<file path="config.mk">
export PLATFORM = sky130hd
export DESIGN_NAME = rat_path_queue
export DESIGN_NICKNAME = d
export VERILOG_FILES = /design/src/rtl/rat_path_queue.sv
export SDC_FILE = /design/constraint.sdc
export NUM_CORES = 1
export LEC_CHECK = 0
export ABC_AREA = 1
export BUFFER_PORTS_ARGS = -buffer_cell sky130_fd_sc_hd__buf_2
export CORE_ASPECT_RATIO = 1.1
export CORE_UTILIZATION = 60
export CTS_CLUSTER_DIAMETER = 150
export DETAILED_ROUTE_END_ITERATION = 16
export PLACE_DENSITY = 0.84
export SLEW_MARGIN = 10
export SYNTH_ARGS = -nofsm -noshare
export SYNTH_HDL_FRONTEND = slang
export SYNTH_SLANG_ARGS = --single-unit
export TNS_END_PERCENT = 5
</file>
<file path="constraint.sdc">
create_clock -name clk -period 3.85 [get_ports clk]
set_input_delay 1.155 -clock clk [delete_from_list [all_inputs] [get_ports clk]]
set_output_delay 1.155 -clock clk [all_outputs]
set_load 0.02 [all_outputs]
</file>
<file path="src/rtl/rat_path_queue.sv">
// Linear move buffer: stores 2-bit path moves, replays one per accepted dequeue and tracks (x,y).
// dout/pos/move_valid are valid 1 cycle after the dequeue edge; writes into a full buffer are dropped and flagged.
module rat_path_queue #(
  parameter int DEPTH = 256,
  parameter int N     = 4,
  localparam int AW   = $clog2(DEPTH + 1)
) (
  input  logic          clk,
  input  logic          rst,
  input  logic          clear,
  input  logic          enqueue,
  input  logic [1:0]    din,
  input  logic          enMBuff,
  input  logic          dequeue,
  input  logic          recover,
  output logic [1:0]    dout,
  output logic          move_valid,
  output logic          emptyq,
  output logic          full,
  output logic [AW-1:0] count,
  output logic [N-1:0]  pos_x,
  output logic [N-1:0]  pos_y,
  output logic          overflow
);

  localparam int IW = (DEPTH > 1) ? $clog2(DEPTH) : 1;

  logic [1:0]    r_mem [DEPTH];
  logic [AW-1:0] r_wr_ptr;
  logic [AW-1:0] r_rd_ptr;
  logic [1:0]    r_dout;
  logic          r_move_valid;
  logic [N-1:0]  r_pos_x;
  logic [N-1:0]  r_pos_y;
  logic          r_overflow;

  logic          w_empty;
  logic          w_full;
  logic          w_deq_ok;
  logic          w_wr_en;
  logic [1:0]    w_head;

  assign w_empty  = (r_rd_ptr == r_wr_ptr);
  assign w_full   = (r_wr_ptr == AW'(DEPTH));
  assign w_deq_ok = dequeue && enMBuff && !w_empty;
  assign w_wr_en  = !clear && !recover && enqueue && !w_full;
  assign w_head   = r_mem[r_rd_ptr[IW-1:0]];

  // Storage is never reset or cleared so that recover can replay the old path.
  always_ff @(posedge clk) begin
    if (w_wr_en) begin
      r_mem[r_wr_ptr[IW-1:0]] <= din;
    end
  end

  always_ff @(posedge clk or negedge rst) begin
    if (!rst) begin
      r_wr_ptr     <= '0;
      r_rd_ptr     <= '0;
      r_dout       <= 2'b00;
      r_move_valid <= 1'b0;
      r_pos_x      <= '0;
      r_pos_y      <= '0;
      r_overflow   <= 1'b0;
    end else if (clear) begin
      r_wr_ptr     <= '0;
      r_rd_ptr     <= '0;
      r_dout       <= 2'b00;
      r_move_valid <= 1'b0;
      r_pos_x      <= '0;
      r_pos_y      <= '0;
      r_overflow   <= 1'b0;
    end else if (recover) begin
      r_rd_ptr     <= '0;
      r_move_valid <= 1'b0;
      r_pos_x      <= '0;
      r_pos_y      <= '0;
    end else begin
      if (enqueue) begin
        if (w_full) begin
          r_overflow <= 1'b1;
        end else begin
          r_wr_ptr <= r_wr_ptr + AW'(1);
        end
      end
      r_move_valid <= w_deq_ok;
      if (w_deq_ok) begin
        r_dout   <= w_head;
        r_rd_ptr <= r_rd_ptr + AW'(1);
        // 00/11 move along x, 01/10 along y; wraps modulo 2^N.
        case (w_head)
          2'b00:   r_pos_x <= r_pos_x + N'(1);
          2'b11:   r_pos_x <= r_pos_x - N'(1);
          2'b01:   r_pos_y <= r_pos_y + N'(1);
          default: r_pos_y <= r_pos_y - N'(1);
        endcase
      end
    end
  end

  assign dout       = r_dout;
  assign move_valid = r_move_valid;
  assign emptyq     = w_empty;
  assign full       = w_full;
  assign count      = r_wr_ptr - r_rd_ptr;
  assign pos_x      = r_pos_x;
  assign pos_y      = r_pos_y;
  assign overflow   = r_overflow;

endmodule

</file>
==> impl_metrics.yaml <==
status:
  status: "finished with violations"
  violations: "negative setup slack"
die:
  die_y_um: 213
  die_x_um: 194
  core_area_sq_um: 39500
  io_pins: 32
  row_count: 76
  floorplan.initialDensity_pct: 61.4
  die-area_sq_um: 41200
yosys:
  syn_inst: 2385
  mappedNetlistArea_sq_um: 24200
  synth_edf_count: 512
  yosys_warnings: 0
  synth_xor_area_share_pct: 0.687
  synth.area.mux_share_pct: 0.0878
  syn_area_per_cell_sq_um: 10.2
  synthAdderAreaFrac_pct: 1.20
  synth_simple_gate_area_share_pct: 22.4
  synth_flop_cell: "edfxtp_1"
  synth_top_area_share_pct: 63.5
  ys_seq_area_share_pct: 66.6
  yosysMostFrequentCell: "nand2_1"
  synth-compound-area-share_pct: 4.03
  synth_top_family_by_area: "simple AND/OR/NAND/NOR gates"
  ys_types: 35
  syn-num-nets: 2416
  synth_area_leader_cell: "edfxtp_1"
  synth_commonest_cells: "581 x nand2_1, 512 x edfxtp_1, 490 x nor2_1"
  ys_ff_latch: 542
  synthArstFlopShare_pct: 5.54
  yosys-top-cells-area: "edfxtp_1 63%, nand2_1 9.0%, nor2_1 7.6%, nand3_1 5.5%, dfrtp_1 3.1%"
placed_design:
  place_area_sq_um: 24900
  io_buffer_count: 31
  gp_congestion: 0.883
  placed_cells: 2839
  dpl.hpwl_um: 35100
setup_path:
  cp.required_ns: 2.69
  crit_cells: 7
  cp_cell_sequence: "ha_1 -> fa_1 -> nor2_1 -> a211oi_2 -> o21ai_1 -> xor2_1 -> buf_2"
  r2r_cells: 19
  critPathKind: "reg -> out"
  worstReg2RegEnd: "pos_x[2]"
  startpoint_type: "flip-flop"
  cp_slowest_cell: "dfrtp_4"
  startpoint: "r_rd_ptr[0]"
  arrival_ns: 2.71
  cp.buffers_inverters: 1
  cpPeakStageDelay_ns: 0.57
  crit_path_end_kind: "primary output"
  crit_fanout: 7
  ff2ff_setup_slack_ns: 0.23
  cp_top_family: "adder cells"
  rr_startpoint: "r_rd_ptr[2]"
  critPathCapture: "count[6]"
power:
  irDropWorstVdd_mv: 0.430
  p_leak_nw: 9.83
  power_mw: 12.0
  power.density_nw_per_um2: 451
timing:
  period_share_pct: 100
  hold_viol_final: 0
  worst_pin_slew_ns: 0.715
  maxSlewViolCount: 0
  clock_skew_ns: 0.0131
  fin_crit_ns: 3.86
  finalSetupViolations: 1
  fmax_mhz: 259
  slew_headroom_pct: 52.3
  fin_ws_ns: -0.0134
drt:
  via_per_inst: 6.20
  wl_per_cell_um: 21.4
  drt_iter0_markers: 2649
  drc: 0
  drt_first_pass_iters: 9
  route.antenna.remaining_nets: 0
  route.vias.total: 18206
  wirelength_um: 62900
grt:
  grt_use_total_pct: 30.2
  grt_max_degree: 139
  grt_pass1_wl_um: 94700
  grt-ovfl-total: 0
  antenna_found_initial: 0
  grt_pass1_vias: 17918
clock_network:
  clock_sinks: 542
  cts_tree: "yes"
  cts_buffers: 50
  cts_root_buffer: "clkbuf_16"
  clk_latency_ns: 0.58
  cts_buffer_depth: 3
  clk_pin_slew_worst_paths_ns: 0.06
  cts_max_level: 2
worst_hold_path:
  holdPathStages: 2
  hp-class: "reg -> reg"
cells_and_area:
  syn_to_final_growth_pct: 9.79
  diodes: 0
  final_area_sq_um: 26600
  final_layout_size_suffix_gt1_share_pct: 7.45
  instances_no_fill: 2935
  layout.nets: 2422
run:
  cap_violations: 0
placed cells by master (no fill, tap or decap), types with 2 or more instances in the layout:
cell       synthesis  final
nor3_1             6      6
dfrtp_4            0      2
clkbuf_1          49     14
inv_1            123    121
o22ai_1            7      7
nand3_1          264    264
fa_1               2      2
buf_6             15      5
edfxtp_1         512    512
bufinv_16          0      4
buf_12             1     13
xnor2_1            6      6
nand2_1          581    581
o211ai_1          14     14
clkbuf_16          0     52
xor2_1            13     13
a21oi_1           46     45
buf_4              2     49
nand4_1            3      3
ha_2               0      2
o21ai_1            3      5
o21ai_0          107    105
dfrtp_1           30     27
buf_2             64     28
clkinv_2           0     11
nor2_1           490    489
ha_1              20     18
clkinv_1           2      8
state kept, by name (all words and copies together), names as in the netlist:
name / count
r_rd_ptr: 9
overflow: 1
pos_x: 4
r_mem: 512
pos_y: 4
move_valid: 1
dout: 2
r_wr_ptr: 9
per-layer routing:
metal  vias up  global-route usage, %  part of all wire (%)
met4         0                   17.6                   5.7
met3       259                   6.19                    13
met2      1367                   49.6                    47
li1       8010                      -                     -
met5         -                      0                     0
met1      8570                   37.5                    34
what timing repair did:
action	CTS	global route
setup buffers	1	5
hold buffers	0	0
cloned	0	1
pin swaps	0	2
endpoints found under the setup margin	3	5
resized for setup	7	15
where the power goes:
part | switching, mW | leakage [nW] | internal (mW)
sequential | 0.0210 | 5.01 | 6.46
clock | 2.07 | 0.763 | 2.71
combinational | 0.527 | 4.05 | 0.210
total | 2.62 | 9.83 | 9.39
final cells by class:
class	instances	area [sq um]
multi-input combinational	1573	6890
inverter	127	504
sequential	542	16100
fill	2597	12900
timing repair buffer	97	877
clock buffer	66	1340
tap	507	634
clock inverter	23	213
worst min path at each step:
stage | from | endpoint | slack (ns)
finish | dout[1] | dout[1] | 0.50
floorplan | r_wr_ptr[0] | r_wr_ptr[0] | 0.49
global route | dout[0] | dout[0] | 0.54
detailed placement | dout[1] | dout[1] | 0.46
global placement | dout[0] | dout[0] | 0.47
CTS | dout[1] | dout[1] | 0.49
kinds of logic after synthesis:
kind of cell | after synthesis
and+or+nand+nor | 1347
DFF | 542
buffers and inverters | 270
AOI/OAI and AO/OA | 183
adders and majority gates | 22
xor gates and xnor gates | 19
muxes | 2
metrics by stage:
| stage | setup TNS, ns | setup WS (ns) | util, % | hold WS (ns) |
|---|---|---|---|---|
| CTS | 0 | 0.0244 | 67.1 | 0.487 |
| finish | -0.0134 | -0.0134 | 67.4 | 0.498 |
| global route | -0.147 | -0.0695 | 67.4 | 0.538 |
| floorplan | 0 | 0.403 | - | 0.492 |
| global placement | 0 | 0.446 | 63.1 | 0.469 |
| detailed placement | 0 | 0.321 | 63.1 | 0.461 |
tightest hold or removal path, cell delays in order (launching register included):
cell and delay (ns):
dfrtp_1 0.35, nand2_1 0.06, nand2_1 0.06
(Power assumes the default switching activity.)
